`config.mk`:
```
export PLATFORM = sky130hd
export DESIGN_NAME = ex_mem_skid_reg
export DESIGN_NICKNAME = d
export VERILOG_FILES = /design/src/rtl/ex_mem_skid_reg.sv
export SDC_FILE = /design/constraint.sdc
export NUM_CORES = 1
export LEC_CHECK = 0
export ABC_AREA = 1
export ABC_CLOCK_PERIOD_IN_PS = 10950
export CORE_MARGIN = 2
export CORE_UTILIZATION = 30
export DETAILED_ROUTE_END_ITERATION = 8
export SETUP_SLACK_MARGIN = 0.3
export SYNTH_ARGS = -nofsm -noshare
export SYNTH_HDL_FRONTEND = slang
export SYNTH_SLANG_ARGS = --single-unit
```
`constraint.sdc`:
```
create_clock -name clk -period 10.95 [get_ports clk]
set_input_delay 3.285 -clock clk [delete_from_list [all_inputs] [get_ports clk]]
set_output_delay 3.285 -clock clk [all_outputs]
set_load 0.05 [all_outputs]
```
`src/rtl/ex_mem_skid_reg.sv`:
```
// EX/MEM pipeline register: two-entry skid buffer with valid/ready on both sides and a synchronous flush.
// Optional performance counters (stall_cycles, flush_count) are built when EX_MEM_PERF_EN is defined.
module ex_mem_skid_reg #(
   parameter int unsigned XLEN = 32,
   parameter int unsigned RD_W = 5
) (
   input  logic            clk,
   input  logic            reset,
   input  logic            flush,
   input  logic            in_valid,
   output logic            in_ready,
   input  logic [XLEN-1:0] pc_in,
   input  logic [XLEN-1:0] alu_result_in,
   input  logic [XLEN-1:0] store_data_in,
   input  logic [RD_W-1:0] rd_in,
   input  logic [2:0]      funct3_in,
   input  logic            mem_read_in,
   input  logic            mem_write_in,
   input  logic            reg_write_in,
   input  logic            mem_to_reg_in,
   output logic            out_valid,
   input  logic            out_ready,
   output logic [XLEN-1:0] pc_out,
   output logic [XLEN-1:0] alu_result_out,
   output logic [XLEN-1:0] store_data_out,
   output logic [RD_W-1:0] rd_out,
   output logic [2:0]      funct3_out,
   output logic            mem_read_out,
   output logic            mem_write_out,
   output logic            reg_write_out,
   output logic            mem_to_reg_out
`ifdef EX_MEM_PERF_EN
   ,
   output logic [31:0]     stall_cycles,
   output logic [15:0]     flush_count
`endif
);

   // State encoding is {main_valid, skid_valid}
   localparam logic [1:0] EMPTY = 2'b00;
   localparam logic [1:0] BUSY  = 2'b10;
   localparam logic [1:0] FULL  = 2'b11;

   typedef struct packed {
      logic [XLEN-1:0] pc;
      logic [XLEN-1:0] alu_result;
      logic [XLEN-1:0] store_data;
      logic [RD_W-1:0] rd;
      logic [2:0]      funct3;
      logic            mem_read;
      logic            mem_write;
      logic            reg_write;
      logic            mem_to_reg;
   } beat_t;

   logic [1:0] state_q, state_d;
   beat_t      main_q, main_d;
   beat_t      skid_q, skid_d;
   beat_t      in_beat_c;
   logic       accept_c;
   logic       deliver_c;

   // Control bits are cleared whenever main goes empty, so outputs stay purely registered.
   function automatic beat_t clear_ctrl(input beat_t b);
      beat_t r;
      r            = b;
      r.mem_read   = 1'b0;
      r.mem_write  = 1'b0;
      r.reg_write  = 1'b0;
      r.mem_to_reg = 1'b0;
      return r;
   endfunction

   assign in_beat_c = '{pc: pc_in, alu_result: alu_result_in, store_data: store_data_in,
                        rd: rd_in, funct3: funct3_in, mem_read: mem_read_in,
                        mem_write: mem_write_in, reg_write: reg_write_in,
                        mem_to_reg: mem_to_reg_in};
   assign accept_c  = in_valid & ~state_q[0];
   assign deliver_c = state_q[1] & out_ready;

   always_ff @(posedge clk or posedge reset) begin
      if (reset) begin
         state_q <= EMPTY;
         main_q  <= '0;
         skid_q  <= '0;
      end else begin
         state_q <= state_d;
         main_q  <= main_d;
         skid_q  <= skid_d;
      end
   end

   always_comb begin
      state_d = state_q;
      main_d  = main_q;
      skid_d  = skid_q;
      if (flush) begin
         state_d = EMPTY;
         main_d  = clear_ctrl(main_q);
      end else begin
         case (state_q)
            EMPTY: begin
               if (accept_c) begin
                  state_d = BUSY;
                  main_d  = in_beat_c;
               end
            end
            BUSY: begin
               if (accept_c && deliver_c) begin
                  main_d = in_beat_c;
               end else if (accept_c) begin
                  state_d = FULL;
                  skid_d  = in_beat_c;
               end else if (deliver_c) begin
                  state_d = EMPTY;
                  main_d  = clear_ctrl(main_q);
               end
            end
            FULL: begin
               if (deliver_c) begin
                  state_d = BUSY;
                  main_d  = skid_q;
               end
            end
            default: begin
               state_d = EMPTY;
               main_d  = clear_ctrl(main_q);
            end
         endcase
      end
   end

   assign in_ready       = ~state_q[0];
   assign out_valid      = state_q[1];
   assign pc_out         = main_q.pc;
   assign alu_result_out = main_q.alu_result;
   assign store_data_out = main_q.store_data;
   assign rd_out         = main_q.rd;
   assign funct3_out     = main_q.funct3;
   assign mem_read_out   = main_q.mem_read;
   assign mem_write_out  = main_q.mem_write;
   assign reg_write_out  = main_q.reg_write;
   assign mem_to_reg_out = main_q.mem_to_reg;

`ifdef EX_MEM_PERF_EN
   // Saturating counters: stalls seen by the memory stage, flushes that killed live beats.
   always_ff @(posedge clk or posedge reset) begin
      if (reset) begin
         stall_cycles <= '0;
         flush_count  <= '0;
      end else begin
         if (state_q[1] && !out_ready && (stall_cycles != '1))
            stall_cycles <= stall_cycles + 32'(1);
         if (flush && (state_q != EMPTY) && (flush_count != '1))
            flush_count <= flush_count + 16'(1);
      end
   end
`endif

endmodule

```
==> summary.txt, run 1 <==
Sink Count - 218
Bufs on Longest Clock Path - 3
Routed Antenna Nets - 0
Initial Util - 30.4%
CTS tree - yes
Standard-cell row count - 69
# IOs - 223
Crit. End Element - flip-flop
Crit-path max FO - 105
DR vias - 10100
First-pass GRT wire length - 54100 um
# nets final - 1717
Tcrit/Tclk final - 55.7%
Area delta synth->final - 30.2%
Vias per std cell - 4.88
Fin. max-slew vios - 0
Synth area leaders - dfrtp_1, nand2_1, nand3_1
H-tree Lvls - 1
Synth cell types - 23
Unrepaired setup endpoints after global routing - false
Clock transition at path regs - 50 ps
Post-Syn Nets - 1558
Worst clock skew - 16.4 ps
Final HPWL DP - 19300 um
Antenna violations before repair - 4
Fin. Hold Viols - 0
Num CTS Buffers - 27
Status - finished clean
Critical setup path kind - primary input to flip-flop
GRT Residual Overflow - 0
Drc violations - 0
Hold_buf cts - 0
WL per Instance - 16.4 um
Synth Register Bits - 218
Die width - 194 um
Core area - 0.0356 mm^2
Pleak - 6.49 nW
CTS Root Cell - clkbuf_16
# resized after CTS - 0
Postcts setup bufs - 0
Tot Pwr - 4.28 mW
Post-synthesis sequential area ratio - 50.4%
Synth Instances - 1441
All-Layer GR Usage - 17.6%
Worst-Skew Late Latency - 540 ps
Port bufs - 222
Avg Cell Area, Syn - 7.51 um^2
Post-synth top area share - 50.4%
Hold crit path type - flip-flop to flip-flop
Power Density - 304 mW/mm^2
Total Routed Length - 34100 um
Crit path DAT - 6550 ps
Min cycle time layout - 6100 ps
First-pass iteration count of the detailed router - 6
Yosys synthesis warning count - 0
Yosys top cell by area - dfrtp_1
Hold WS - 485 ps
Die area - 0.0376 mm^2
Critical Path RT - 11410 ps
RePlAce Congestion - 0.778
Fmax - 164 MHz
Share of cells above drive strength 1 - 3.78%
Vias in the first global route - 9633
Fin Setup TNS - 0 ps
Worst slew pin tran - 1190 ps
DIE HEIGHT - 194 um
DRT iter0 DRCs - 780
Commonest cells after routing, fill and taps aside - nand2_1, clkdlybuf4s50_1, nand3_1
Largest net degree at the start of global routing - 217
VDD IR max - 0.000239 V
Max_cap viols - 0
Setup violators final - 0
Startpoint types - primary input
Post-Syn Area - 0.0108 mm^2
Worst slew margin - 20.4%
Most common cell after layout, fill and taps aside - nand2_1
==> metrics by stage <==
step | std cells | setup slack (ps) | util (%) | instance area, um^2
final | 2078 | 4850 | 39.6 | 14100
after global routing | 2077 | 4580 | 39.6 | 14100
after CTS | 2076 | 4830 | 39.6 | 14100
after detailed placement | 2032 | 4280 | 37.2 | 13200
after global placement | 2032 | 4340 | 37.2 | 13200
after floorplan | 1441 | 1700 | - | 10800
==> path summary, 6_finish.rpt <==
check / from / end / slack, ps / cells past startpoint
min in group asynchronous: reset / pc_out[6] / 3290 / 2
setup reg to reg: state_q[0] / alu_result_out[6] / 7140 / 9
hold / removal: reg_write_out / reg_write_out / 490 / 2
max in group asynchronous: reset / skid_q[37] / 6290 / 3
setup / recovery: flush / alu_result_out[6] / 4850 / 8
hold reg to reg: reg_write_out / reg_write_out / 490 / 2
==> routing by layer <==
metal  share of wire (%)  wire length, um  track usage (%)
met1                  46            15700             25.1
met5               0.059               20                0
met3                 7.7             2610             3.98
met4                 2.1              731             4.12
met2                  44            15000             27.2
==> flip-flops by register name, indices dropped and copies added, names as in the netlist, 2 cells and up <==
signal and cells:
alu_result_out 32, funct3_out 3, pc_out 32, rd_out 5, skid_q 108, state_q 2
store_data_out 32
==> where the power goes <==
part	internal (mW)	switching, mW	total [mW]
Sequential	1.18	0.217	1.40
Clock	0.512	0.350	0.862
Combinational	0.615	1.40	2.02
==> critical path, cell delays in order <==
cell,delay [ps]
clkdlybuf4s50_1,500
nor2_2,250
nand2_4,660
nor2_4,370
buf_4,470
buf_4,700
nand2_1,120
nand2_1,90
==> cells in the mapped netlist <==
cell type,count
nand3_1,219
nor2_4,2
nand3_4,1
buf_4,12
nand4_1,2
clkbuf_2,1
nand2_1,552
inv_2,1
clkbuf_1,54
buf_1,8
nand2_2,3
nor2_1,5
and2_1,1
o21ai_1,18
nand2_4,1
dfrtp_1,218
buf_6,8
nor3_4,1
nor2_2,1
buf_2,20
ha_1,4
inv_1,115
o21ai_0,194
==> logic make-up after synthesis <==
kind of cell | count (synthesis) | share of synthesized area (%)
DFF | 218 | 50.4
adders and majority gates | 4 | 0.463
buffers and inverters | 219 | 8.81
and+or+nand+nor | 788 | 30.5
AOI/OAI and AO/OA | 212 | 9.81
==> final cells by class <==
type                    instances  area, um^2
fillers                      3588       21500
flip-flops and latches        218        5460
multi-input cells            1004        4450
repair buffers                233        2320
clock buffers                  41         788
well taps                     461         577
inverters                     116         443
clock inverters                 3        45.0
diodes                          2        5.00
No activity file was read; power rests on OpenSTA's default activity.
==> inputs of run 2 (changes only) <==
--- a/config.mk
+++ b/config.mk
@@ -6,7 +6,7 @@
 export NUM_CORES = 1
 export LEC_CHECK = 0
 export ABC_AREA = 1
-export ABC_CLOCK_PERIOD_IN_PS = 10950
+export ABC_CLOCK_PERIOD_IN_PS = 5340
 export CORE_MARGIN = 2
 export CORE_UTILIZATION = 30
 export DETAILED_ROUTE_END_ITERATION = 8
==> constraint.sdc (replaced) <==
create_clock -name clk -period 5.34 [get_ports clk]
set_input_delay 1.602 -clock clk [delete_from_list [all_inputs] [get_ports clk]]
set_output_delay 1.602 -clock clk [all_outputs]
set_load 0.05 [all_outputs]
==> summary.txt, run 2 (synthesized netlist as in run 1, its figures left out) <==
Hold WS - 487 ps (+2.01 ps)
Worst slew margin - 29.0% (+8.6 points)
Num CTS Buffers - 26 (-3.7%)
Core Util, Final - 40.0% (+0.38 points)
All-Layer GR Usage - 18.0% (+0.34 points)
DRT iter0 DRCs - 729 (-6.5%)
Sw frac - 45.3% (-0.74 points)
Worst clock skew - 8.03 ps (-8.39 ps)
Critical setup path kind - flip-flop to output port
Status - finished clean
WL per Instance - 16.5 um (+0.48%)
Setup violators final - 0 (unchanged)
CP Cell Sequence - inv_2 -> clkdlybuf4s50_1
CTS tree - yes
Share of cells above drive strength 1 - 4.21% (+0.43 points)
Clock power frac - 21.1% (+1.0 points)
Clock transition at path regs - 60 ps (about the same)
Sw power - 4.04 mW (+100%)
Die width - 194 um (unchanged)
Crit-path max FO - 5 (-95%)
Antenna violations before repair - 0 (-4)
RePlAce Congestion - 0.789 (+1.4%)
Sink Count - 218 (unchanged)
Largest Register - skid_q
Vias in the first global route - 10100 (+4.6%)
Hold_buf cts - 0 (unchanged)
First-pass iteration count of the detailed router - 6 (unchanged)
H-tree Lvls - 1 (unchanged)
Final HPWL DP - 19800 um (+2.8%)
Postcts setup bufs - 0 (unchanged)
GRT Residual Overflow - 0 (unchanged)
Cell depth of the worst hold path - 2 (unchanged)
Fin. max-slew vios - 0 (unchanged)
Min cycle time layout - 3630 ps
CP delay by family, top - buffers and inverters
Reg power frac - 32.3% (-0.4 points)
Worst slew pin tran - 1060 ps (-132 ps)
Die area - 0.0376 mm^2 (unchanged)
Unrepaired setup endpoints after global routing - false
Fmax - 275 MHz
Crit-path max cell delay - 830 ps (+130 ps)
Hold crit path type - flip-flop to flip-flop
Core area - 0.0356 mm^2 (unchanged)
FILL cells - 3606 (+0.50%)
Crit. End Element - output port
Largest net degree at the start of global routing - 217 (unchanged)
Tcrit/Tclk final - 68.0%
First-pass GRT wire length - 55600 um (+2.8%)
# resized after CTS - 0 (unchanged)
Fin Setup TNS - 0 ps (unchanged)
Worst-Skew Late Latency - 530 ps (about the same)
Max_cap viols - 0 (unchanged)
Standard-cell row count - 69 (unchanged)
Power Density - 627 mW/mm^2 (+110%)
Startpoint types - flip-flop
VDD IR max - 0.000709 V (+200%)
Crit path DAT - 2030 ps (-4520 ps)
# nets final - 1717 (unchanged)
Worst path bufs/invs - 2 (-1)
DR vias - 10200 (+0.49%)
Slowest cell on the critical path - clkdlybuf4s50_1
Routed Antenna Nets - 0 (unchanged)
Commonest cells after routing, fill and taps aside - nand2_1, clkdlybuf4s50_1, nand3_1
Int Pwr - 4.88 mW (+110%)
Total Routed Length - 34200 um (+0.48%)
Port bufs - 222 (unchanged)
CTS Root Cell - clkbuf_16
Comb pwr share - 46.6% (-0.6 points)
CP Depth - 2 (-6)
Initial Util - 30.4% (unchanged)
# IOs - 223 (unchanged)
Fin. Hold Viols - 0 (unchanged)
Pleak - 6.57 nW (+1.1%)
Drc violations - 0 (unchanged)
Critical Path RT - 3740 ps (-7670 ps)
Diodes inserted - 0 (-2)
Vias per std cell - 4.90 (+0.49%)
FF-to-FF path depth - 8 (-1)
Max reg flops - 108 (unchanged)
Most common cell after layout, fill and taps aside - nand2_1
Area delta synth->final - 31.4%
DIE HEIGHT - 194 um (unchanged)
Bufs on Longest Clock Path - 3 (unchanged)
-- run 2: cell count changes in the layout (fill, tap and decap cells not counted), sizes merged --
cell      delta
buf          +1
diode        -2
clkinv       +6
inv          -1
bufinv       +3
clkinvlp     -1
clkbuf       -6
-- run 2: final cells by class --
| type | count | area, um^2 | share of cell area [%] |
|---|---|---|---|
| flip-flops and latches | 218 | 5460 | 38.4 |
| well taps | 461 | 577 | 4.06 |
| clock inverters | 10 | 150 | 1.06 |
| multi-input cells | 1004 | 4450 | 31.3 |
| inverters | 116 | 439 | 3.09 |
| repair buffers | 234 | 2390 | 16.8 |
| clock buffers | 35 | 756 | 5.32 |
-- run 2: power by group through the flow --
stage | Combinational (mW) | Sequential, mW | Clock, mW
2_1_floorplan | 1.62 | 4.00 | 0
3_3_place_gp | 4.13 | 2.89 | 0
3_5_place_dp | 4.18 | 2.89 | 0
4_1_cts | 4.20 | 2.88 | 1.94
5_1_grt | 4.53 | 2.98 | 2.01
6_report | 4.15 | 2.88 | 1.88
-- run 2: per-layer routing --
layer | track usage [%] | part of all wire, %
met1 | 25.8 | 48
met4 | 3.98 | 1.6
met2 | 28.4 | 45
met5 | 0 | 0
met3 | 3.04 | 5.5
-- run 2: per-stage QoR --
stage	total power, mW	setup slack, ps	area [um^2]	cells
global route	9.51	1660	14200	2078
global placement	7.02	1370	13300	2033
CTS	9.02	1670	14200	2078
floorplan	5.62	898	10800	1441
detailed placement	7.07	1320	13300	2033
finish	8.92	1710	14200	2078
-- run 2: tightest hold or removal path, delay by kind of cell (launching register included) --
kind | cells | cell delay (ps)
AOI/OAI and AO/OA | 1 | 60
DFF | 1 | 340
and+or+nand+nor | 1 | 60
-- run 2: worst paths after layout --
path	from	end	slack, ps
worst max-delay path	state_q[0]	in_ready	1710
worst min register to register	pc_out[15]	pc_out[15]	490
max in group asynchronous	reset	skid_q[36]	2690
worst max register to register	state_q[0]	mem_read_out	2230
min in group asynchronous	reset	pc_out[4]	1670
worst min-delay path	pc_out[15]	pc_out[15]	490
==> inputs of run 3 (changes only) <==
--- a/config.mk
+++ b/config.mk
@@ -6,7 +6,7 @@
 export NUM_CORES = 1
 export LEC_CHECK = 0
 export ABC_AREA = 1
-export ABC_CLOCK_PERIOD_IN_PS = 5340
+export ABC_CLOCK_PERIOD_IN_PS = 3110
 export CORE_MARGIN = 2
 export CORE_UTILIZATION = 30
 export DETAILED_ROUTE_END_ITERATION = 8
==> constraint.sdc (replaced) <==
create_clock -name clk -period 3.11 [get_ports clk]
set_input_delay 0.933 -clock clk [delete_from_list [all_inputs] [get_ports clk]]
set_output_delay 0.933 -clock clk [all_outputs]
set_load 0.05 [all_outputs]
==> summary.txt, run 3 (synthesized netlist as in run 1, its figures left out) <==
Drc violations - 0 (unchanged)
Comb pwr share - 46.7% (about the same)
Crit. End Element - output port
Setup violators final - 0 (unchanged)
DR vias - 10200 (+0.13%)
Startpoint types - flip-flop
Pleak - 6.62 nW (+0.90%)
Worst slew margin - 49.6% (+21 points)
WL per Instance - 15.8 um (-4.1%)
Core area - 0.0356 mm^2 (unchanged)
Clock transition at path regs - 60 ps (about the same)
# IOs - 223 (unchanged)
Power Density - 1070 mW/mm^2 (+71%)
Vias in the first global route - 9964 (-1.1%)
Commonest cells after routing, fill and taps aside - nand2_1, clkdlybuf4s50_1, nand3_1
H-tree Lvls - 1 (unchanged)
Worst-Skew Late Latency - 530 ps (about the same)
First-pass iteration count of the detailed router - 5 (-1)
GRT Residual Overflow - 0 (unchanged)
Worst path bufs/invs - 2 (unchanged)
Postcts setup bufs - 0 (unchanged)
Num CTS Buffers - 27 (+3.8%)
Int Pwr - 8.42 mW (+73%)
Standard-cell row count - 69 (unchanged)
Max_cap viols - 0 (unchanged)
Fmax - 371 MHz
Slowest cell on the critical path - dlygate4sd2_1
Sw frac - 45.2% (-0.11 points)
DRT iter0 DRCs - 653 (-10%)
Area delta synth->final - 32.7%
RePlAce Congestion - 0.766 (-2.8%)
Hold crit path type - flip-flop to flip-flop
Hold WS - 492 ps (+4.62 ps)
Min cycle time layout - 2700 ps
CTS tree - yes
Most common cell after layout, fill and taps aside - nand2_1
All-Layer GR Usage - 17.3% (-0.63 points)
Bufs on Longest Clock Path - 3 (unchanged)
Initial Util - 30.4% (unchanged)
Vias per std cell - 4.88 (-0.45%)
Sw power - 6.95 mW (+72%)
Reg power frac - 32.2% (about the same)
Fin. Hold Viols - 0 (unchanged)
Critical Path RT - 2180 ps (-1560 ps)
Antenna violations before repair - 0 (unchanged)
First-pass GRT wire length - 54000 um (-2.8%)
Total Routed Length - 33000 um (-3.6%)
Placed Area - 0.0134 mm^2 (+0.92%)
CP delay by family, top - buffers and inverters
Finished Cell Area - 0.0144 mm^2 (+0.96%)
Final HPWL DP - 20100 um (+1.2%)
DIE HEIGHT - 194 um (unchanged)
Crit-path max cell delay - 560 ps (-270 ps)
Die area - 0.0376 mm^2 (unchanged)
# nets final - 1726 (+0.52%)
Largest net degree at the start of global routing - 113 (-48%)
Clock power frac - 21.2% (about the same)
Status - finished clean
CTS Root Cell - clkbuf_16
Share of cells above drive strength 1 - 4.85% (+0.64 points)
VDD IR max - 0.000739 V (+4.2%)
CP Cell Sequence - inv_2 -> dlygate4sd2_1
Critical setup path kind - flip-flop to output port
Die width - 194 um (unchanged)
Routed Antenna Nets - 0 (unchanged)
Fin. max-slew vios - 0 (unchanged)
Crit path DAT - 1760 ps (-270 ps)
Largest Register - skid_q
Sink Count - 218 (unchanged)
Port bufs - 222 (unchanged)
Unrepaired setup endpoints after global routing - false
Crit-path max FO - 5 (unchanged)
Max reg flops - 108 (unchanged)
Worst slew pin tran - 755 ps (-307 ps)
Diodes inserted - 0 (unchanged)
Tcrit/Tclk final - 86.7%
Tot Pwr - 15.4 mW (+72%)
Worst clock skew - 6.97 ps (-1.07 ps)
==> run 3: worst register-to-register path, stage by stage, from the launching register on <==
cell	delay (ps)
dfrtp_1	590
inv_1	160
ha_1	240
nor2_2	230
nand2_4	230
buf_4	360
o21ai_0	320
nand2_1	70
==> run 3: per-layer routing <==
metal,wire length (um),vias up,track usage [%]
met5,0,-,0
met3,2110,45,3.15
li1,-,4929,-
met2,14900,300,27.6
met4,635,0,4.35
met1,15300,4929,24.5
==> run 3: timing repair <==
item / 4_1_cts / 5_1_grt
resized for setup: 2 / 0
setup endpoints to repair: 2 / 0
hold buffers: 0 / 0
hold endpoints to repair: 0 / 0
==> run 3: path summary, 6_finish.rpt <==
path,depth (start not counted),slack [ps],startpoint,end
setup / recovery,2,410,state_q[0],in_ready
setup reg to reg,7,780,state_q[1],pc_out[19]
min in group asynchronous,3,880,reset,skid_q[79]
hold / removal,2,490,pc_out[28],pc_out[28]
hold reg to reg,2,490,pc_out[28],pc_out[28]
max in group asynchronous,4,1560,reset,pc_out[27]
==> run 3: final cells by class <==
type | instances | area (um^2)
Clock inverter | 11 | 135
Multi-Input combinational cell | 1004 | 4450
Tap cell | 461 | 577
Inverter | 116 | 439
Fill cell | 3577 | 21200
Clock buffer | 38 | 787
Sequential cell | 218 | 5460
Timing Repair Buffer | 242 | 2510
==> run 3: per-stage QoR <==
stage	instances	TNS (ps)	setup slack, ps	util [%]
after floorplan	1441	-144560	-663	-
after global placement	2041	0	288	37.8
after detailed placement	2041	0	258	37.8
after CTS	2090	0	389	40.4
after global routing	2090	0	357	40.4
final	2090	0	413	40.4
==> run 3: power groups by stage <==
stage | Sequential, mW | Combinational, mW | Clock (mW)
finish | 4.94 | 7.18 | 3.25
global route | 5.10 | 7.83 | 3.46
CTS | 4.94 | 7.26 | 3.33
detailed placement | 4.96 | 7.24 | 0
global placement | 4.96 | 7.16 | 0
floorplan | 6.87 | 2.78 | 0
